## config.mk

```make
export PLATFORM = sky130hd
export DESIGN_NAME = probe_train_gen
export DESIGN_NICKNAME = d
export VERILOG_FILES = /design/src/rtl/probe_train_gen.sv
export SDC_FILE = /design/constraint.sdc
export NUM_CORES = 1
export LEC_CHECK = 0
export CAP_MARGIN = 15
export CELL_PAD_IN_SITES_DETAIL_PLACEMENT = 0
export CELL_PAD_IN_SITES_GLOBAL_PLACEMENT = 1
export CORE_MARGIN = 5
export CORE_UTILIZATION = 34
export DETAILED_ROUTE_END_ITERATION = 7
export GPL_TIMING_DRIVEN = 0
export PLACE_DENSITY_LB_ADDON = 0.1
export SYNTH_ARGS = -nofsm -noshare
export SYNTH_HDL_FRONTEND = slang
export SYNTH_SLANG_ARGS = --single-unit
```

## constraint.sdc

```tcl
create_clock -name clk -period 5.3 [get_ports clk]
set_input_delay 1.06 -clock clk [delete_from_list [all_inputs] [get_ports clk]]
set_output_delay 1.06 -clock clk [all_outputs]
set_load 0.03 [all_outputs]
```

## src/rtl/probe_train_gen.sv

```systemverilog
// Probe-train transmitter: injects sequence-numbered, timestamped probe packets between upstream packets.
// Optional abort input enabled by defining PROBE_TRAIN_GEN_ABORT_EN.
module probe_train_gen #(
  parameter int DATA_WIDTH = 64,
  parameter int CTRL_WIDTH = 8,
  parameter int PKT_WORDS  = 8,
  parameter int TS_WIDTH   = 16
) (
  input  logic                  clk,
  input  logic                  reset,
  input  logic [DATA_WIDTH-1:0] in_data,
  input  logic [CTRL_WIDTH-1:0] in_ctrl,
  input  logic                  in_wr,
  output logic                  in_rdy,
  output logic [DATA_WIDTH-1:0] out_data,
  output logic [CTRL_WIDTH-1:0] out_ctrl,
  output logic                  out_wr,
  input  logic                  out_rdy,
  input  logic                  cfg_start,
  input  logic [15:0]           cfg_num_pkts,
  input  logic [15:0]           cfg_gap,
  input  logic [7:0]            cfg_dst_port,
  input  logic [31:0]           cfg_dst_ip,
`ifdef PROBE_TRAIN_GEN_ABORT_EN
  input  logic                  cfg_abort,
`endif
  output logic                  busy,
  output logic [15:0]           sent_count,
  output logic [TS_WIDTH-1:0]   ts_last
);

  typedef enum logic [2:0] {
    ST_IDLE       = 3'd0,
    ST_WAIT_BOUND = 3'd1,
    ST_HDR        = 3'd2,
    ST_BODY       = 3'd3,
    ST_GAP        = 3'd4
  } state_t;

  localparam logic [7:0]  LAST_IDX  = 8'(PKT_WORDS - 1);
  localparam logic [15:0] LEN_WORDS = 16'(PKT_WORDS - 1);
  localparam logic [15:0] LEN_BYTES = 16'((PKT_WORDS - 1) * 8);

  state_t                state_r, state_nxt_s;
  logic                  in_pkt_r;
  logic [TS_WIDTH-1:0]   ts_r, ts_last_r;
  logic [15:0]           gap_cnt_r, seq_r, sent_count_r;
  logic [15:0]           num_pkts_r, gap_r;
  logic [7:0]            dst_port_r, idx_r;
  logic [31:0]           dst_ip_r;
  logic                  busy_r, abort_pend_r;

  logic                  own_s, acc_pt_s, acc_own_s, boundary_ok_s;
  logic                  start_s, last_word_s, train_done_s, gap_met_s, abort_s;
  logic [15:0]           gap_nxt_s;
  logic [63:0]           probe_word_s;
  logic [7:0]            probe_ctrl_s;

`ifdef PROBE_TRAIN_GEN_ABORT_EN
  assign abort_s = cfg_abort;
`else
  assign abort_s = 1'b0;
`endif

  assign own_s         = (state_r == ST_HDR) || (state_r == ST_BODY);
  assign acc_pt_s      = in_wr & out_rdy & ~own_s;
  assign acc_own_s     = own_s & out_rdy;
  // A header being accepted this cycle opens a packet even though the flag is still clear.
  assign boundary_ok_s = ~in_pkt_r & ~(acc_pt_s & (in_ctrl == CTRL_WIDTH'(8'hff)));
  assign start_s       = (state_r == ST_IDLE) & cfg_start & (cfg_num_pkts != 16'd0);
  assign last_word_s   = (state_r == ST_BODY) && (idx_r == LAST_IDX);
  assign train_done_s  = ((sent_count_r + 16'd1) == num_pkts_r) | abort_pend_r | abort_s;
  assign gap_nxt_s     = (gap_cnt_r == 16'hffff) ? 16'hffff : gap_cnt_r + 16'd1;
  assign gap_met_s     = gap_nxt_s >= gap_r;

  // Next-state logic for the train sequencer.
  always_comb begin
    state_nxt_s = state_r;
    case (state_r)
      ST_IDLE: begin
        if (start_s) state_nxt_s = ST_WAIT_BOUND;
        else         state_nxt_s = ST_IDLE;
      end
      ST_WAIT_BOUND: begin
        if (abort_s)            state_nxt_s = ST_IDLE;
        else if (boundary_ok_s) state_nxt_s = ST_HDR;
        else                    state_nxt_s = ST_WAIT_BOUND;
      end
      ST_HDR: begin
        if (acc_own_s) state_nxt_s = ST_BODY;
        else           state_nxt_s = ST_HDR;
      end
      ST_BODY: begin
        if (acc_own_s && last_word_s) begin
          if (train_done_s)   state_nxt_s = ST_IDLE;
          else if (gap_met_s) state_nxt_s = ST_HDR;
          else                state_nxt_s = ST_GAP;
        end else begin
          state_nxt_s = ST_BODY;
        end
      end
      ST_GAP: begin
        if (abort_s)                       state_nxt_s = ST_IDLE;
        else if (gap_met_s && boundary_ok_s) state_nxt_s = ST_HDR;
        else if (gap_met_s)                state_nxt_s = ST_WAIT_BOUND;
        else                               state_nxt_s = ST_GAP;
      end
      default: state_nxt_s = ST_IDLE;
    endcase
  end

  // Probe word content selected by state and word index.
  always_comb begin
    probe_word_s = 64'h0;
    probe_ctrl_s = 8'h00;
    if (state_r == ST_HDR) begin
      probe_word_s = {8'h00, dst_port_r, LEN_WORDS, 16'h0000, LEN_BYTES};
      probe_ctrl_s = 8'hff;
    end else if (idx_r == 8'd1) begin
      probe_word_s = {dst_ip_r, 16'h0800, seq_r};
    end else if (idx_r == 8'd2) begin
      probe_word_s = {32'h0, 16'h0000, 16'(ts_last_r)};
    end else begin
      probe_word_s = {seq_r, 16'h0000, 24'h000000, idx_r};
      if (idx_r == LAST_IDX) probe_ctrl_s = 8'h01;
      else                   probe_ctrl_s = 8'h00;
    end
  end

  // Bus mux: zero-latency pass-through unless a probe owns the bus.
  always_comb begin
    out_data = in_data;
    out_ctrl = in_ctrl;
    out_wr   = in_wr;
    in_rdy   = out_rdy;
    if (own_s) begin
      out_data = DATA_WIDTH'(probe_word_s);
      out_ctrl = CTRL_WIDTH'(probe_ctrl_s);
      out_wr   = out_rdy;
      in_rdy   = 1'b0;
    end else begin
      out_data = in_data;
      out_ctrl = in_ctrl;
      out_wr   = in_wr;
      in_rdy   = out_rdy;
    end
  end

  // State, configuration latches, counters and status registers.
  always_ff @(posedge clk) begin
    if (reset) begin
      state_r      <= ST_IDLE;
      in_pkt_r     <= 1'b0;
      ts_r         <= '0;
      ts_last_r    <= '0;
      gap_cnt_r    <= 16'd0;
      seq_r        <= 16'd0;
      sent_count_r <= 16'd0;
      num_pkts_r   <= 16'd0;
      gap_r        <= 16'd0;
      dst_port_r   <= 8'h00;
      dst_ip_r     <= 32'h0;
      idx_r        <= 8'd0;
      busy_r       <= 1'b0;
      abort_pend_r <= 1'b0;
    end else begin
      state_r <= state_nxt_s;
      busy_r  <= (state_nxt_s != ST_IDLE);
      ts_r    <= ts_r + 1'b1;
      if (acc_pt_s && (in_ctrl == CTRL_WIDTH'(8'hff)))  in_pkt_r <= 1'b1;
      else if (acc_pt_s && (in_ctrl != CTRL_WIDTH'(0))) in_pkt_r <= 1'b0;
      if (start_s) begin
        num_pkts_r   <= cfg_num_pkts;
        gap_r        <= cfg_gap;
        dst_port_r   <= cfg_dst_port;
        dst_ip_r     <= cfg_dst_ip;
        sent_count_r <= 16'd0;
        seq_r        <= 16'd0;
        abort_pend_r <= 1'b0;
      end else if (own_s && abort_s) begin
        abort_pend_r <= 1'b1;
      end
      if (acc_own_s && (state_r == ST_HDR)) begin
        ts_last_r <= ts_r;
        gap_cnt_r <= 16'd1;
        idx_r     <= 8'd1;
      end else if (state_r != ST_IDLE) begin
        gap_cnt_r <= gap_nxt_s;
        if (acc_own_s) idx_r <= idx_r + 8'd1;
      end
      if (acc_own_s && last_word_s) begin
        sent_count_r <= sent_count_r + 16'd1;
        seq_r        <= seq_r + 16'd1;
      end
    end
  end

  assign busy       = busy_r;
  assign sent_count = sent_count_r;
  assign ts_last    = ts_last_r;

endmodule

```

# == Word level (Yosys, flattened, before mapping) ==
# Cells that the tools add are included.
# op_classes
addsub,5
bitwise,10
n_reduce_logical,19
n_eq_ne,10
order_cmp,1
mux,31
# ops
cell,n
64-bit 2-to-1 mux,4
16-bit by 1-bit adder with 16-bit output (second input constant),4
16-bit 2-to-1 mux,4
16-bit equality test,1
16-bit equality test (second input constant),1
16-bit greater-or-equal comparator,1
8-bit 2-to-1 mux,2
16-bit nonzero test,1
3-bit 2-to-1 mux,5
3-bit case mux with 5 select lines,1
1-bit 2-to-1 mux,14
8-bit by 1-bit adder with 8-bit output (second input constant),1
8-bit by 1-bit equality test with 1-bit output (second input constant),1
8-bit by 2-bit equality test with 1-bit output (second input constant),1
8-bit by 3-bit equality test with 1-bit output (second input constant),1
8-bit equality test (second input constant),1
2-bit nonzero test,4
8-bit nonzero test,1
1-bit AND,7
3-bit by 2-bit equality test with 1-bit output (second input constant),2
1-bit logical AND,6
3-bit nonzero test,2
2-bit AND reduction,2
3-bit by 1-bit equality test with 1-bit output (second input constant),1
6 further kinds,8
# word_totals
regBits,165
input_bits,149

# == Logic depth before layout (Yosys ltp) ==
# Gate-level depths: netlist (run 1).
# logic_depth
ltp_word,11
depth_mapped,18

# == Least setup slack after synthesis (run 1) ==
# OpenSTA, ideal clock, no wires.
# synth_path
path_type,register to register
startpoint,reg gap_cnt_r[0]
endpoint,"reg busy_r, in the netlist busy"
path_slack_ns,1.503
t_arrival_ns,3.672
period_less_slack_ns,3.797
path_stages_with_launch,19
path_buffers,3
cell_sequence,dfxtp_1 > ha_1 > and3_1 > and3_1 > clkbuf_1 > nand2_1 > or3_1 > clkbuf_1 > clkbuf_1 > and2_1 > ha_1 > nor2b_1 > o21ai_0 > a21oi_1 > a2111oi_0 > a2111oi_0 > o21a_1 > o32ai_1 > o41a_1
# synth_via
elab_chain_len,8
elab_cells_between_ends,12
# synth_rtl
item,line,rtl
from (decl),47,"logic [15:0] gap_cnt_r, seq_r, sent_count_r;"
from (signal assigned),188,gap_cnt_r <= gap_nxt_s;
16-bit by 1-bit adder with 16-bit output / 16-bit equality test (equally long branches),73,assign gap_nxt_s = (gap_cnt_r == 16'hffff) ? 16'hffff : gap_cnt_r + 16'd1;
16-bit 2-to-1 mux (*),73,
16-bit greater-or-equal comparator (*),74,assign gap_met_s = gap_nxt_s >= gap_r;
3-bit 2-to-1 mux,96,else if (gap_met_s) state_nxt_s = ST_HDR;
3-bit 2-to-1 mux,95,if (train_done_s) state_nxt_s = ST_IDLE;
3-bit 2-to-1 mux,94,if (acc_own_s && last_word_s) begin
3-bit case mux with 5 select lines (*),79,case (state_r)
3-bit nonzero test (*),168,busy_r <= (state_nxt_s != ST_IDLE);
to (signal assigned),168,
to (decl),51,"logic busy_r, abort_pend_r;"
# Mark *: on every way between the ends. The rest lies on a longest branch, timed or not.
# A chain may end at the register's enable or synchronous reset.

# == Worst setup path after layout (run 1) ==
# layout_path
startpoint,reg idx_r[5]
endpoint,out out_data[12]
# layout_via
elab_chain_len,5
elab_cells_between_ends,6
# layout_rtl
item,line,rtl
from (decl),49,"logic [7:0] dst_port_r, idx_r;"
from (signal assigned),189,if (acc_own_s) idx_r <= idx_r + 8'd1;
8-bit by 2-bit equality test with 1-bit output,121,end else if (idx_r == 8'd2) begin
64-bit 2-to-1 mux,121,
64-bit 2-to-1 mux (*),119,end else if (idx_r == 8'd1) begin
64-bit 2-to-1 mux (*),116,if (state_r == ST_HDR) begin
64-bit 2-to-1 mux (*),136,if (own_s) begin
to (decl),15,"output logic [DATA_WIDTH-1:0] out_data,"
# Marked as above.

==> results of run 1 <==
-- power breakdown --
group	internal (mW)	leakage (nW)	switching (mW)
Sequential	1.30	1.34	0.0413
Combinational	0.360	3.04	0.511
Clock	0.688	0.289	0.585
-- routing by layer --
metal	GRT usage [%]	vias to the layer above	wire [um]
li1	-	4676	-
met1	29.46	4356	15080
met2	37.48	292	16000
met3	6.470	18	2600
met4	4.134	2	226
met5	0	-	13
-- critical path: stages (launching register included) --
cell and delay [ns]:
dfxtp_1 0.36, nor3_1 0.31, nand2_1 0.11, nor2_1 0.15, and2_1 0.14, clkbuf_1 0.46
nor2_1 0.30, or2_2 0.37, clkbuf_1 0.19, o21ai_0 0.22, clkdlybuf4s50_1 0.71
-- worst max path at each step --
stage	start	end	slack, ns	depth (start not counted)
6_report	idx_r[5]	out_data[12]	0.49	10
5_1_grt	gap_cnt_r[0]	busy	0.06	18
4_1_cts	gap_cnt_r[0]	busy	0.42	18
3_5_place_dp	gap_cnt_r[0]	busy	0.46	18
3_3_place_gp	gap_cnt_r[0]	busy	0.41	18
2_1_floorplan	gap_cnt_r[0]	busy	1.50	18
-- cell families (layout without fill, tap and decap cells) --
group / count (synthesis) / after routing / share of synthesized area (%)
buffers and inverters: 113 / 399 / 4.888
flip-flops: 165 / 165 / 37.51
adder cells (fa/ha/maj): 24 / 24 / 3.396
multiplexers: 17 / 17 / 1.975
XOR/XNOR: 48 / 48 / 4.774
AND/OR/NAND/NOR: 535 / 535 / 27.42
AO/OA/AOI/OAI: 286 / 286 / 20.03
-- registers in the layout, indices dropped and copies added (netlist names) --
register    cells
state_r         3
seq_r          16
gap_r          16
idx_r           8
in_pkt_r        1
num_pkts_r     16
ts_r           16
ts_last        16
gap_cnt_r      16
sent_count     16
busy            1
dst_ip_r       32
dst_port_r      8
-- layout make-up --
class,count,area [um2]
fillers,2623,13400
multi-input cells,910,5074
flip-flops and latches,165,3303
repair buffers,254,2542
clock buffers,19,452.9
well taps,335,419.2
plain buffers,81,310.3
clock inverters,13,138.9
inverters,32,120.1
-- cell usage after synthesis (3+ instances only) --
library cell  count  area share, %
a211o_1           3           0.30
a211oi_1         12            1.0
a21o_1           14            1.2
a21oi_1         143            8.1
a221oi_1          8           0.80
a222oi_1          8           0.91
a22o_1           13            1.3
a22oi_1           3           0.26
a311oi_1          6           0.60
a31oi_1          10           0.71
a41oi_1           3           0.30
and2_1           26            1.8
and3_1           16            1.1
buf_1            10           0.43
buf_2             5           0.28
clkbuf_1         66            2.8
dfxtp_1         165             38
ha_1             23            3.3
inv_1            32            1.4
mux2_2            3           0.38
mux2i_1          14            1.6
nand2_1         255             11
nand2b_1          7           0.50
nand3_1          33            1.9
nand3b_1          8           0.68
nand4_1          17            1.2
nor2_1          106            4.5
nor2b_1           4           0.28
nor3_1           35            2.0
nor4_1            9           0.64
o21a_1            4           0.34
o21ai_0          39            2.2
o22a_1            3           0.30
o31ai_1           4           0.34
or3_1             5           0.36
xnor2_1          14            1.4
xor2_1           34            3.4
-- per-stage QoR --
step	total power [mW]	setup WS (ns)	std cells	hold WS, ns	utilization, %
floorplan	1.835	1.503	1188	0.4258	-
global placement	2.237	0.4078	1777	0.4413	45.68
detailed placement	2.238	0.4621	1777	0.4471	45.68
CTS	3.510	0.4232	1809	0.4573	47.97
global route	3.632	0.05568	1809	0.4675	47.98
finish	3.481	0.4930	1809	0.4575	47.98
==> results.sh, run 1 <==
export IMPL_status="finished, final reports clean"
export IMPL_nNetsFinal=1633
export IMPL_fmax_ghz=0.2080
export IMPL_async_reset_ff_share_pct=0
export IMPL_die_h_um=170.9
export IMPL_ant_nets=0
export IMPL_relSlewSlack_pct=36.88
export IMPL_drtIter0Drc=494
export IMPL_grt_pass1_wl_um=51230
export IMPL_hold_depth=2
export IMPL_cellLeakagePower_nw=4.668
export IMPL_final_common_cell="nand2_1"
export IMPL_drv_cap=0
export IMPL_worstSetupStartpointType="register"
export IMPL_r2r_cells=18
export IMPL_ctsLongestPathBuffers=2
export IMPL_r2r_start="gap_cnt_r[0]"
export IMPL_n_antenna_cell=0
export IMPL_die_x_um=170.9
export IMPL_grt_overflow=0
export IMPL_synth_edf_count=0
export IMPL_start_util_pct=34.18
export IMPL_path_max_fanout=10
export IMPL_ys_flop_type="dfxtp_1"
export IMPL_reg2reg_slack_ns=0.59
export IMPL_tightest_slew_ns=0.9395
export IMPL_drive_gt1_share_pct=3.256
export IMPL_fin_skew_ns=0.01211
export IMPL_cts_resized=0
export IMPL_hold_violations=0
export IMPL_mostFrequentLayoutCells="nand2_1, clkdlybuf4s50_1, dfxtp_1, a21oi_1, nor2_1"
export IMPL_core_um2=25760
export IMPL_post_cts_buffers=0
export IMPL_ys_seq_area_share_pct=37.51
export IMPL_area_growth_pct=40.37
export IMPL_cts_hold_buf=0
export IMPL_worstReg2RegEnd="busy"
export IMPL_period_needed_ns=4.807
export IMPL_synth_distinct_cells=58
export IMPL_wl_um=33920
export IMPL_worst_skew_pair_late_latency_ns=0.44
export IMPL_syn_area_per_cell_um2=7.412
export IMPL_syn_area_um2=8806
export IMPL_numCtsBuffers=17
export IMPL_drc=0
export IMPL_io_buffers=254
export IMPL_clock_sink_count=165
export IMPL_cts_tree="built"
export IMPL_io_pins=256
export IMPL_antenna_found_initial=1
export IMPL_crit_type="reg -> out"
export IMPL_place_area_um2=11770
export IMPL_finalSetupViolations=0
export IMPL_syn_nets=1360
export IMPL_cts_root_buffer="clkbuf_16"
export IMPL_ys_warn_count=0
export IMPL_grt_max_degree=17
export IMPL_finalWeightedCongestion=0.8478
export IMPL_grt_pass1_vias=8956
export IMPL_hp_class="reg -> reg"
export IMPL_grt_util_all_layers_pct=22.50
export IMPL_ir_drop_mv=0.2047
export IMPL_worst_endpoint_required_ns=4.24
export IMPL_timing_final_crit_share_pct=90.70
export IMPL_core_rowCount=59
export IMPL_crit_path_end_kind="output port"
export IMPL_syn_inst=1188
export IMPL_hold_end="gap_r[1]"
export IMPL_htree_levels=4
export IMPL_setup_tns_ns=0
export IMPL_ys_ff_latch=165
export IMPL_num_vias=9344
export IMPL_dr_pass1_iters=5
export IMPL_drv_slew=0
export IMPL_arrival_ns=3.75
export IMPL_die_area_um2=29220
export IMPL_stdcell_area_um2=12360
export IMPL_hold_start="gap_r[1]"
export IMPL_power_density_nw_per_um2=281.7
export IMPL_path_clk_slew_ns=0.07
export IMPL_dp_hpwl_um=26160
export IMPL_grt_setup_unrepaired="no"
export IMPL_wl_per_cell_um=18.75
export IMPL_viasPerCell=5.165
(Power assumes the default switching activity.)
==> run 2, diff against run 1 <==
Settings changed: CORE_ASPECT_RATIO set to 1.25, CTS_CLUSTER_DIAMETER set to 120.
==> results.sh, run 2 (same netlist as run 1, synthesis figures left out) <==
export IMPL_fillerInstances=2683
export IMPL_wl_met2_um=16620
export IMPL_ctsLongestPathBuffers=2
export IMPL_drtIter0Drc=468
export IMPL_hold_violations=0
export IMPL_crit_path_end_kind="output port"
export IMPL_path_max_fanout=10
export IMPL_die_area_um2=29240
export IMPL_fin_skew_ns=0.01421
export IMPL_worstSetupStartpointType="register"
export IMPL_post_cts_buffers=0
export IMPL_m1WireLength_um=14030
export IMPL_core_um2=25370
export IMPL_io_pins=256
export IMPL_ir_drop_mv=0.2173
export IMPL_wl_um=33740
export IMPL_htree_levels=4
export IMPL_io_buffers=254
export IMPL_grt_util_all_layers_pct=22.16
export IMPL_cts_tree="built"
export IMPL_area_growth_pct=39.97
export IMPL_top_layer="met4"
export IMPL_numCtsBuffers=17
export IMPL_dr_pass1_iters=6
export IMPL_power_mw=3.428
export IMPL_ant_nets=0
export IMPL_largest_register="dst_ip_r"
export IMPL_crit_type="reg -> out"
export IMPL_timing_final_crit_share_pct=91.49
export IMPL_power_density_nw_per_um2=278.2
export IMPL_start_util_pct=34.70
export IMPL_status="finished, final reports clean"
export IMPL_clock_sink_count=165
export IMPL_dp_hpwl_um=26190
export IMPL_grt_pass1_wl_um=51420
export IMPL_nNetsFinal=1633
export IMPL_register_area_um2=3303
export IMPL_multiInputGateArea_um2=5072
export IMPL_period_needed_ns=4.849
export IMPL_grt_max_degree=18
export IMPL_drv_slew=0
export IMPL_grt_setup_unrepaired="no"
export IMPL_cellLeakagePower_nw=4.657
export IMPL_die_h_um=189.9
export IMPL_antenna_found_initial=0
export IMPL_num_vias=9436
export IMPL_path_clk_slew_ns=0.07
export IMPL_grt_pass1_vias=9218
export IMPL_cts_root_buffer="clkbuf_16"
export IMPL_largest_register_ffs=32
export IMPL_met3_length_um=2305
export IMPL_cts_hold_buf=0
export IMPL_drive_gt1_share_pct=3.256
export IMPL_drc=0
export IMPL_fmax_ghz=0.2062
export IMPL_grt_overflow=0
export IMPL_final_common_cell="nand2_1"
export IMPL_viasPerCell=5.216
export IMPL_tightest_slew_ns=0.9171
export IMPL_die_x_um=153.9
export IMPL_n_antenna_cell=0
export IMPL_drv_cap=0
export IMPL_cts_resized=0
export IMPL_setup_tns_ns=0
export IMPL_mostFrequentLayoutCells="nand2_1, clkdlybuf4s50_1, dfxtp_1, a21oi_1, nor2_1"
export IMPL_finalWeightedCongestion=0.8513
export IMPL_arrival_ns=3.79
export IMPL_worst_skew_pair_late_latency_ns=0.45
export IMPL_worst_endpoint_required_ns=4.24
export IMPL_relSlewSlack_pct=38.39
export IMPL_wl_per_cell_um=18.65
export IMPL_core_rowCount=65
export IMPL_finalSetupViolations=0
export IMPL_hp_class="reg -> reg"
==> run 2: cell types whose count changed in the layout (fill, tap and decap cells not counted), sizes merged <==
cell,before,now
clkinv,6,3
bufinv,1,0
inv,37,43
clkbuf,85,83
==> run 2: metrics by stage <==
step / util, % / instances / setup WS (ns) / hold slack, ns / cell area (um2)
finish: 48.58 / 1809 / 0.4510 / 0.4581 / 12330
global route: 48.58 / 1809 / 0.1327 / 0.4805 / 12330
CTS: 48.58 / 1809 / 0.3931 / 0.4564 / 12330
detailed placement: 46.38 / 1777 / 0.4400 / 0.4464 / 11770
global placement: 46.38 / 1777 / 0.4005 / 0.4435 / 11770
floorplan: - / 1188 / 1.503 / 0.4258 / 8806
==> run 2: worst paths after layout <==
path / start / to / slack [ns] / cells past startpoint
worst max register to register: gap_cnt_r[0] / busy / 0.49 / 18
worst min-delay path: gap_r[15] / gap_r[15] / 0.46 / 2
worst min register to register: gap_r[15] / gap_r[15] / 0.46 / 2
worst max-delay path: idx_r[5] / out_data[8] / 0.45 / 10
==> run 2: per-layer routing <==
layer | vias to the layer above | GRT usage [%]
li1 | 4678 | -
met1 | 4420 | 26.73
met2 | 291 | 38.42
met3 | 47 | 5.961
met4 | 0 | 6.898
met5 | - | 0
==> run 2: critical path, cell delays in order, from the launching register on <==
cell and delay, ns:
dfxtp_1 0.37, nor3_1 0.27, nand2_1 0.09, nor2_1 0.16
and2_1 0.15, clkbuf_1 0.45, nor2_1 0.28, or2_2 0.36
clkbuf_1 0.26, o21ai_0 0.26, clkdlybuf4s50_1 0.71
==> run 2: final cells by class <==
| type | count | area share, % |
|---|---|---|
| sequential | 165 | 26.80 |
| timing repair buffer | 254 | 20.63 |
| clock buffer | 17 | 3.451 |
| inverter | 32 | 0.9745 |
| clock inverter | 15 | 1.076 |
| tap | 335 | 3.401 |
| buffer | 81 | 2.518 |
| multi-input combinational | 910 | 41.15 |
==> run 2: power breakdown <==
part / switching (mW) / internal (mW) / leakage (nW) / total (mW)
registers: 0.0424 / 1.30 / 1.34 / 1.34
logic: 0.506 / 0.359 / 3.04 / 0.866
clock network: 0.602 / 0.622 / 0.277 / 1.22
